`config.mk`:
```
export PLATFORM = sky130hd
export DESIGN_NAME = copper_bars_multi_flat
export DESIGN_NICKNAME = d
export VERILOG_FILES = /design/src/rtl/copper_bars_multi_if.sv /design/src/rtl/copper_bars_multi.sv /design/src/flat_wrapper.sv
export SDC_FILE = /design/constraint.sdc
export NUM_CORES = 1
export LEC_CHECK = 0
export ABC_AREA = 1
export BUFFER_PORTS_ARGS = -buffer_cell sky130_fd_sc_hd__buf_4
export CORE_UTILIZATION = 55
export DETAILED_ROUTE_END_ITERATION = 16
export PLACE_DENSITY = 0.72
export SYNTH_ARGS = -nofsm -noshare
export SYNTH_HDL_FRONTEND = slang
export SYNTH_SLANG_ARGS = --single-unit
```
`constraint.sdc`:
```
create_clock -name clk_i -period 6.4 [get_ports clk_i]
set_input_delay 1.28 -clock clk_i [delete_from_list [all_inputs] [get_ports clk_i]]
set_output_delay 1.28 -clock clk_i [all_outputs]
set_load 0.01 [all_outputs]
```
`src/rtl/copper_bars_multi_if.sv`:
```
// copper_bars_multi_if: pixel-stream inputs and colour outputs of the copper bar block
interface copper_bars_multi_if;
    logic [10:0] pix_x_i;
    logic [10:0] pix_y_i;
    logic        pix_active_i;
    logic        pix_vblank_i;
    logic [2:0]  speed_i;
    logic        run_i;
    logic [7:0]  pix_r_o;
    logic [7:0]  pix_g_o;
    logic [7:0]  pix_b_o;
    logic        done_o;

    modport master (
        output pix_x_i, pix_y_i, pix_active_i, pix_vblank_i, speed_i, run_i,
        input  pix_r_o, pix_g_o, pix_b_o, done_o
    );

    modport slave (
        input  pix_x_i, pix_y_i, pix_active_i, pix_vblank_i, speed_i, run_i,
        output pix_r_o, pix_g_o, pix_b_o, done_o
    );
endinterface

```
`src/rtl/copper_bars_multi.sv`:
```
// copper_bars_multi: sine-bouncing tinted copper bars composited on the pixel stream; define COPPER_BARS_ZSORT_EN for depth sorting
module copper_bars_multi #(
    parameter int NUM_BARS   = 4,
    parameter int BAR_HALF   = 20,
    parameter int Y_BASE     = 113,
    parameter int PHASE_STEP = 8
) (
    input  logic               clk_i,
    input  logic               rst_ni,
    output logic               clk_o,
    copper_bars_multi_if.slave bus
);
    // first half of the symmetric bump; the second half mirrors it
    localparam logic [6:0] HALF_WAVE [32] = '{
        7'd0,   7'd0,   7'd1,   7'd2,   7'd4,   7'd7,   7'd11,  7'd14,
        7'd19,  7'd23,  7'd29,  7'd34,  7'd40,  7'd46,  7'd52,  7'd58,
        7'd65,  7'd71,  7'd77,  7'd83,  7'd89,  7'd95,  7'd100, 7'd105,
        7'd110, 7'd114, 7'd117, 7'd120, 7'd123, 7'd125, 7'd126, 7'd126
    };

    typedef enum logic [1:0] {IDLE, WAIT_VB, ACTIVE, UPDATE} state_t;

    state_t      state_q;
    logic [5:0]  frame_q;
    logic [2:0]  idx_q;
    logic [8:0]  pos_q [NUM_BARS];
`ifdef COPPER_BARS_ZSORT_EN
    logic [6:0]  depth_q [NUM_BARS];
    logic [6:0]  depth_d;
    logic        found_w;
    logic [6:0]  best_w;
`endif
    logic [7:0]  r_q, g_q, b_q;
    logic        done_q;
    logic [5:0]  frame_d, phase_w;
    logic [8:0]  pos_d;
    logic [7:0]  r_d, g_d, b_d;
    logic [11:0] y_w, p_w;
    logic [5:0]  off_w;
    logic [9:0]  v_w;
    logic [7:0]  c_w;
    logic [2:0]  m_w;
    logic        cov_w;
    logic        vis_w;
    logic        unused_x;

    // 63-i equals ~i in six bits, so the upper half folds onto the table
    function automatic logic [6:0] wave(input logic [5:0] i);
        return HALF_WAVE[i[5] ? ~i[4:0] : i[4:0]];
    endfunction

    assign clk_o       = clk_i;
    assign unused_x    = ^bus.pix_x_i;
    assign vis_w       = (state_q == ACTIVE) && bus.pix_active_i && !bus.pix_vblank_i;
    assign bus.pix_r_o = r_q;
    assign bus.pix_g_o = g_q;
    assign bus.pix_b_o = b_q;
    assign bus.done_o  = done_q;

    // position of the bar being refreshed; the first update cycle already sees the advanced frame
    always_comb begin
        frame_d = (idx_q == 3'd0) ? frame_q + {3'b000, bus.speed_i} : frame_q;
        phase_w = frame_d + 6'(int'(idx_q) * PHASE_STEP);
        pos_d   = 9'(Y_BASE) + {1'b0, wave(phase_w), 1'b0};
`ifdef COPPER_BARS_ZSORT_EN
        depth_d = wave(phase_w + 6'd16);
`endif
    end

    // per-pixel compositing: later covering bars overwrite earlier ones unless depth says otherwise
    always_comb begin
        r_d   = '0;
        g_d   = '0;
        b_d   = '0;
        y_w   = {1'b0, bus.pix_y_i};
        p_w   = '0;
        off_w = '0;
        v_w   = '0;
        c_w   = '0;
        m_w   = '0;
        cov_w = 1'b0;
`ifdef COPPER_BARS_ZSORT_EN
        found_w = 1'b0;
        best_w  = '0;
`endif
        for (int i = 0; i < NUM_BARS; i++) begin
            p_w   = {3'b000, pos_q[i]};
            off_w = 6'(y_w - p_w + 12'd32);
            v_w   = 10'((int'(wave(off_w) >> 1) * (i + 5)) >> 3);
            c_w   = (v_w > 10'd63) ? 8'd255 : {v_w[5:0], 2'b00};
            m_w   = (3'(i + 1) == 3'd0) ? 3'd7 : 3'(i + 1);
            cov_w = (y_w + 12'(BAR_HALF) > p_w) && (y_w < p_w + 12'(BAR_HALF));
`ifdef COPPER_BARS_ZSORT_EN
            cov_w   = cov_w && (!found_w || depth_q[i] >= best_w);
            found_w = found_w | cov_w;
            best_w  = cov_w ? depth_q[i] : best_w;
`endif
            r_d = cov_w ? (m_w[2] ? c_w : 8'd0) : r_d;
            g_d = cov_w ? (m_w[1] ? c_w : 8'd0) : g_d;
            b_d = cov_w ? (m_w[0] ? c_w : 8'd0) : b_d;
        end
    end

    // control FSM, bar table refresh during vblank and registered colour/done outputs
    always_ff @(posedge clk_i or negedge rst_ni) begin
        if (!rst_ni) begin
            state_q <= IDLE;
            frame_q <= '0;
            idx_q   <= '0;
            done_q  <= 1'b1;
            r_q     <= '0;
            g_q     <= '0;
            b_q     <= '0;
            for (int i = 0; i < NUM_BARS; i++) begin
                pos_q[i] <= '0;
`ifdef COPPER_BARS_ZSORT_EN
                depth_q[i] <= '0;
`endif
            end
        end else begin
            r_q <= vis_w ? r_d : 8'd0;
            g_q <= vis_w ? g_d : 8'd0;
            b_q <= vis_w ? b_d : 8'd0;
            case (state_q)
                IDLE: begin
                    if (bus.run_i) begin
                        state_q <= WAIT_VB;
                        done_q  <= 1'b0;
                    end
                end
                WAIT_VB: begin
                    if (!bus.pix_vblank_i) state_q <= ACTIVE;
                end
                ACTIVE: begin
                    if (bus.pix_vblank_i) begin
                        state_q <= UPDATE;
                        idx_q   <= '0;
                    end
                end
                UPDATE: begin
                    frame_q <= frame_d;
                    idx_q   <= idx_q + 3'd1;
                    for (int i = 0; i < NUM_BARS; i++) begin
                        if (idx_q == 3'(i)) begin
                            pos_q[i] <= pos_d;
`ifdef COPPER_BARS_ZSORT_EN
                            depth_q[i] <= depth_d;
`endif
                        end
                    end
                    if (idx_q == 3'(NUM_BARS - 1)) begin
                        state_q <= bus.run_i ? WAIT_VB : IDLE;
                        done_q  <= !bus.run_i;
                    end
                end
            endcase
        end
    end
endmodule

```
`src/flat_wrapper.sv`:
```
// flat-port wrapper written by rule: the top's interface ports become plain ports
module copper_bars_multi_flat 
#(
    parameter int NUM_BARS   = 4,
    parameter int BAR_HALF   = 20,
    parameter int Y_BASE     = 113,
    parameter int PHASE_STEP = 8
)
  (clk_i, rst_ni, clk_o, bus_pix_x_i, bus_pix_y_i, bus_pix_active_i, bus_pix_vblank_i, bus_speed_i, bus_run_i, bus_pix_r_o, bus_pix_g_o, bus_pix_b_o, bus_done_o);
  copper_bars_multi_if bus_i ();
  input  logic clk_i;
  input  logic rst_ni;
  output logic clk_o;
  input wire logic [$bits(bus_i.pix_x_i)-1:0] bus_pix_x_i;
  input wire logic [$bits(bus_i.pix_y_i)-1:0] bus_pix_y_i;
  input wire logic [$bits(bus_i.pix_active_i)-1:0] bus_pix_active_i;
  input wire logic [$bits(bus_i.pix_vblank_i)-1:0] bus_pix_vblank_i;
  input wire logic [$bits(bus_i.speed_i)-1:0] bus_speed_i;
  input wire logic [$bits(bus_i.run_i)-1:0] bus_run_i;
  output wire logic [$bits(bus_i.pix_r_o)-1:0] bus_pix_r_o;
  output wire logic [$bits(bus_i.pix_g_o)-1:0] bus_pix_g_o;
  output wire logic [$bits(bus_i.pix_b_o)-1:0] bus_pix_b_o;
  output wire logic [$bits(bus_i.done_o)-1:0] bus_done_o;
  assign bus_i.pix_x_i = bus_pix_x_i;
  assign bus_i.pix_y_i = bus_pix_y_i;
  assign bus_i.pix_active_i = bus_pix_active_i;
  assign bus_i.pix_vblank_i = bus_pix_vblank_i;
  assign bus_i.speed_i = bus_speed_i;
  assign bus_i.run_i = bus_run_i;
  assign bus_pix_r_o = bus_i.pix_r_o;
  assign bus_pix_g_o = bus_i.pix_g_o;
  assign bus_pix_b_o = bus_i.pix_b_o;
  assign bus_done_o = bus_i.done_o;
  copper_bars_multi #(.NUM_BARS(NUM_BARS), .BAR_HALF(BAR_HALF), .Y_BASE(Y_BASE), .PHASE_STEP(PHASE_STEP)) u_core (.clk_i(clk_i), .rst_ni(rst_ni), .clk_o(clk_o), .bus(bus_i));
endmodule
```
# After elaboration in Yosys (flattened, before gate mapping)
# Memory sizes are Yosys's and may differ from the RTL's.
# Cells that the tools add are included.
totals:
  romBits: 1120
  mem_count: 5
  wordCells: 134
  regBits: 72
  out_inout_bits: 26
memory_table:
  columns: ["name", "depth", "word_bits", "read_ports", "rd_ports_with_merged_regs", "write_ports", "line", "text"]
  rows:
  - ["(no name shown)", 32, 7, 1, 0, 0, "copper_bars_multi.sv:49", "return HALF_WAVE[i[5] ? ~i[4:0] : i[4:0]];"]
  - ["(no name shown)", 32, 7, 1, 0, 0, "copper_bars_multi.sv:49", null]
  - ["(no name shown)", 32, 7, 1, 0, 0, "copper_bars_multi.sv:49", null]
  - ["(no name shown)", 32, 7, 1, 0, 0, "copper_bars_multi.sv:49", null]
  - ["(no name shown)", 32, 7, 1, 0, 0, "copper_bars_multi.sv:49", null]
classes:
  eq_ne: 10
  magnitude_cmp: 17
  mul: 3
  add_sub_neg: 17
  n_reduce_logical: 19
  muxes: 42
  n_bitwise: 10
op_table:
  columns: ["op", "n"]
  rows:
  - ["$mux W8", 15]
  - ["$mux W7", 10]
  - ["$gt A12 B9 Y1", 4]
  - ["$lt A11 B10 Y1", 4]
  - ["$add A9 B5 Y10 const B", 4]
  - ["$ge A6 B6 Y1 const B", 5]
  - ["$gt A10 B6 Y1 const B", 3]
  - ["$not A5 Y6", 5]
  - ["$mux W5", 5]
  - ["$not A5 Y5", 5]
  - ["$add A6 B6 Y6 const B", 4]
  - ["$sub A6 B6 Y6", 4]
  - ["$mul A6 B3 Y9 const B", 2]
  - ["$add A11 B5 Y12 const B", 1]
  - ["$reduce_and A2 Y1", 5]
  - ["$add A7 B8 Y9 const A", 1]
  - ["$mul A6 B2 Y8 const B", 1]
  - ["$mux W2", 4]
  - ["$pmux W2 S4", 1]
  - ["$add A6 B3 Y6", 1]
  - ["$add A6 B6 Y6", 1]
  - ["$eq A3 B2 Y1 const B", 2]
  - ["$gt A6 B6 Y1 const B", 1]
  - ["$logic_and A1 B1 Y1", 6]
  - ["17 further kinds", 24]

# Logic depth before layout (Yosys ltp)
depth:
  word_depth: 16
  ltp_mapped: 36
  ltp_nobuf: 36

==> impl_results.md <==
- Critical-path top delay cell: fa_1
- Clock slew seen by the registers of the worst setup and hold paths: ~0.060 ns
- Gate Count Post-Synth: 1197
- Most common cell after layout, fill and taps aside: nand2_1
- Post-CTS Resized: 0
- Seq/Total Area, Yosys: 0.189
- Fin nets: about 1500
- IO Count: 56
- GR Overflow Total: 0
- First-pass GRT wire length: 34000 µm
- Unrepaired setup endpoints after global routing: false
- CP endpoint kind: register
- Final hold viol count: 0
- Fin crit period: 5.68 ns
- Max cap viols: 0
- Post-synthesis mux area share: 0
- Critical path peak fanout: 6
- Pre-Repair DR Iteration Count: 5
- Util after Layout: 0.629
- Inst Count DP: approximately 1500
- Inserted Diodes: 0
- Number of antenna violations at the first check in global routing: 0
- Status: finished clean
- Async SR Flop Fraction: 1.00
- Most frequent cells in the layout: 234 x nand2_1, 171 x inv_1, 163 x ha_1
- Main synth FF type: dfrtp_1
- Worst-Margin Slew: about 0.94 ns
- Port bufs: 44
- Layout cells sized above 1: 0.145
- Required @ worst endpoint: 6.73 ns
- Hold Crit Class: register to register
- Yosys reg bits: 69
- Slew margin rel.: 0.374
- DR vias/cell: 5.25
- Antenna Nets Post-Route: 0
- CP max stage delay: 0.47 ns
- Synth Area in Simple Gates: 0.249
- Vias: 7729
- Non-Filler Instances: 1472
- WL per Instance: 13.7 µm
- Synthesized area: 0.00915 mm²
- Final GP Congestion: roughly 0.89
- GRT Util Overall: 0.256
- Crit share post-route: 0.887
- # DRC: 0
- Critical Path Most Common Cell: inv_1
- Yosys warns: 0
- Number of enable flip-flop cells after synthesis: 0
- Vias in the first global route: between 7000 and 8000
- Postcts setup bufs: 0
- Initial core utilization: 0.570
- Area fraction in compound gates after synthesis: 0.133
- Core area: 0.0161 mm²
- TNS Setup: 0 ns
- Adder-Cell Fraction of Synth Area: 0.269
- CTS tree: yes
- P&R area growth vs syn: 10.4%
- Max Clk Rate: roughly 180 MHz
- Max-slew violations: 0
- Clock latency on the worst-skew pair: 0.46 ns
- Final worst slack: 0.722 ns
- Die Area: 0.0172 mm²
- Row Count: 46
- Largest family of logic cells by synthesized area: adder cells
- Element type at the critical path start: input port
- Pre-CTS WS: 0.194 ns
- Syn avg cell area: 7.65 µm²
- DR iter-0 viols: 440
- Worst Skew: around 0.011 ns
- Post-synthesis xor/xnor area fraction: 0.0712
- Cts-stage hold buffer count: 0
- Final setup viols: 0
- Pin count of the biggest net entering global routing: 70
- Cell variety after synth: 60
- Critical path arrival: 6.01 ns
- Post-DP HPWL: 16200 µm
- Worst Path Class, Setup: input port to register
- Die X: 131 µm
- Final WL: 20200 µm
- Chip height: roughly 130 µm
[synthesized netlist by cell type, drive strengths merged, types with 2 or more instances]
library cell / n / area (µm²)
a21oi: 60 / 308
nor3b: 2 / 20.0
nand3: 80 / 460
inv: 188 / 708
ha: 163 / 2040
o31ai: 4 / 35.0
dfrtp: 68 / 1700
or2: 11 / 68.8
a21o: 3 / 22.5
nor3: 13 / 70.1
xnor2: 19 / 238
a211oi: 8 / 70.1
nand2: 281 / 1290
o211ai: 9 / 72.6
nand4: 6 / 37.5
clkbuf: 5 / 18.8
fa: 21 / 420
nand3b: 3 / 22.5
a31oi: 7 / 43.8
clkinv: 4 / 27.5
nor2: 74 / 283
a221oi: 5 / 43.8
buf: 7 / 60.1
o311ai: 5 / 43.8
and2: 4 / 25.0
xor2: 40 / 414
o22ai: 5 / 31.3
o21ai: 94 / 493
o221ai: 2 / 17.5
[logic make-up (layout without fill, tap and decap cells)]
group | Yosys count | after routing
AO/OA/AOI/OAI | 206 | 206
XOR/XNOR | 59 | 59
adder cells (fa/ha/maj) | 184 | 184
buffers and inverters | 204 | 261
flip-flops | 69 | 69
other | 1 | 3
AND/OR/NAND/NOR | 474 | 474
[cell type report]
| cell class | instances | area (µm²) |
|---|---|---|
| multi-input cells | 926 | 6620 |
| fillers | 1446 | 5960 |
| flip-flops and latches | 69 | 1730 |
| inverters | 192 | 736 |
| repair buffers | 50 | 375 |
| clock buffers | 16 | 329 |
| well taps | 216 | 270 |
| clock inverters | 3 | 46.3 |
[worst max-delay path, delay by kind of cell]
family / cells / cell delay, ns
buf+inv: 9 / 0.69
xor+xnor: 2 / 0.33
fa+ha+maj: 6 / 1.85
compound gates: 7 / 1.04
simple gates: 9 / 0.79
[through the flow]
stage	hold WS (ns)	area, µm²
6_report	0.473	10100
5_1_grt	0.495	10100
4_1_cts	0.477	10100
3_5_place_dp	0.462	9730
3_3_place_gp	0.456	9730
2_1_floorplan	0.444	9160
[per-layer routing]
layer  routed length (µm)  vias to the layer above  track usage
li1                     -                     4027            -
met3                  871                       32       0.0383
met1                 9120                     3511        0.313
met2                 9770                      159        0.456
met4                  465                        0       0.0906
met5                    0                        -            0
[worst paths after layout]
path / cells after the start / slack, ns / to / start
max: 33 / 0.72 / u_core.bus.pix_b_o[6] / bus_pix_y_i[0]
min: 1 / 0.47 / u_core.pos_q[18] / u_core.pos_q[18]
max reg2reg: 31 / 1.32 / u_core.bus.pix_b_o[6] / u_core.pos_q[10]
min reg2reg: 1 / 0.47 / u_core.pos_q[18] / u_core.pos_q[18]
max in group asynchronous: 1 / 4.83 / u_core.pos_q[21] / rst_ni
min in group asynchronous: 1 / 0.96 / u_core.bus.pix_g_o[4] / rst_ni
[sequential cells by signal, indices dropped and copies added (netlist names)]
name and flops:
u_core.frame_q 6, u_core.bus.done_o 1, u_core.pos_q 27, u_core.bus.pix_b_o 7
u_core.state_q 2, u_core.p_w 9, u_core.idx_q 3, u_core.bus.pix_r_o 7
u_core.bus.pix_g_o 7
Power is left out: the tool's default activity adds up to more than one toggle a clock period on the data nets, which glitch-free logic cannot reach.
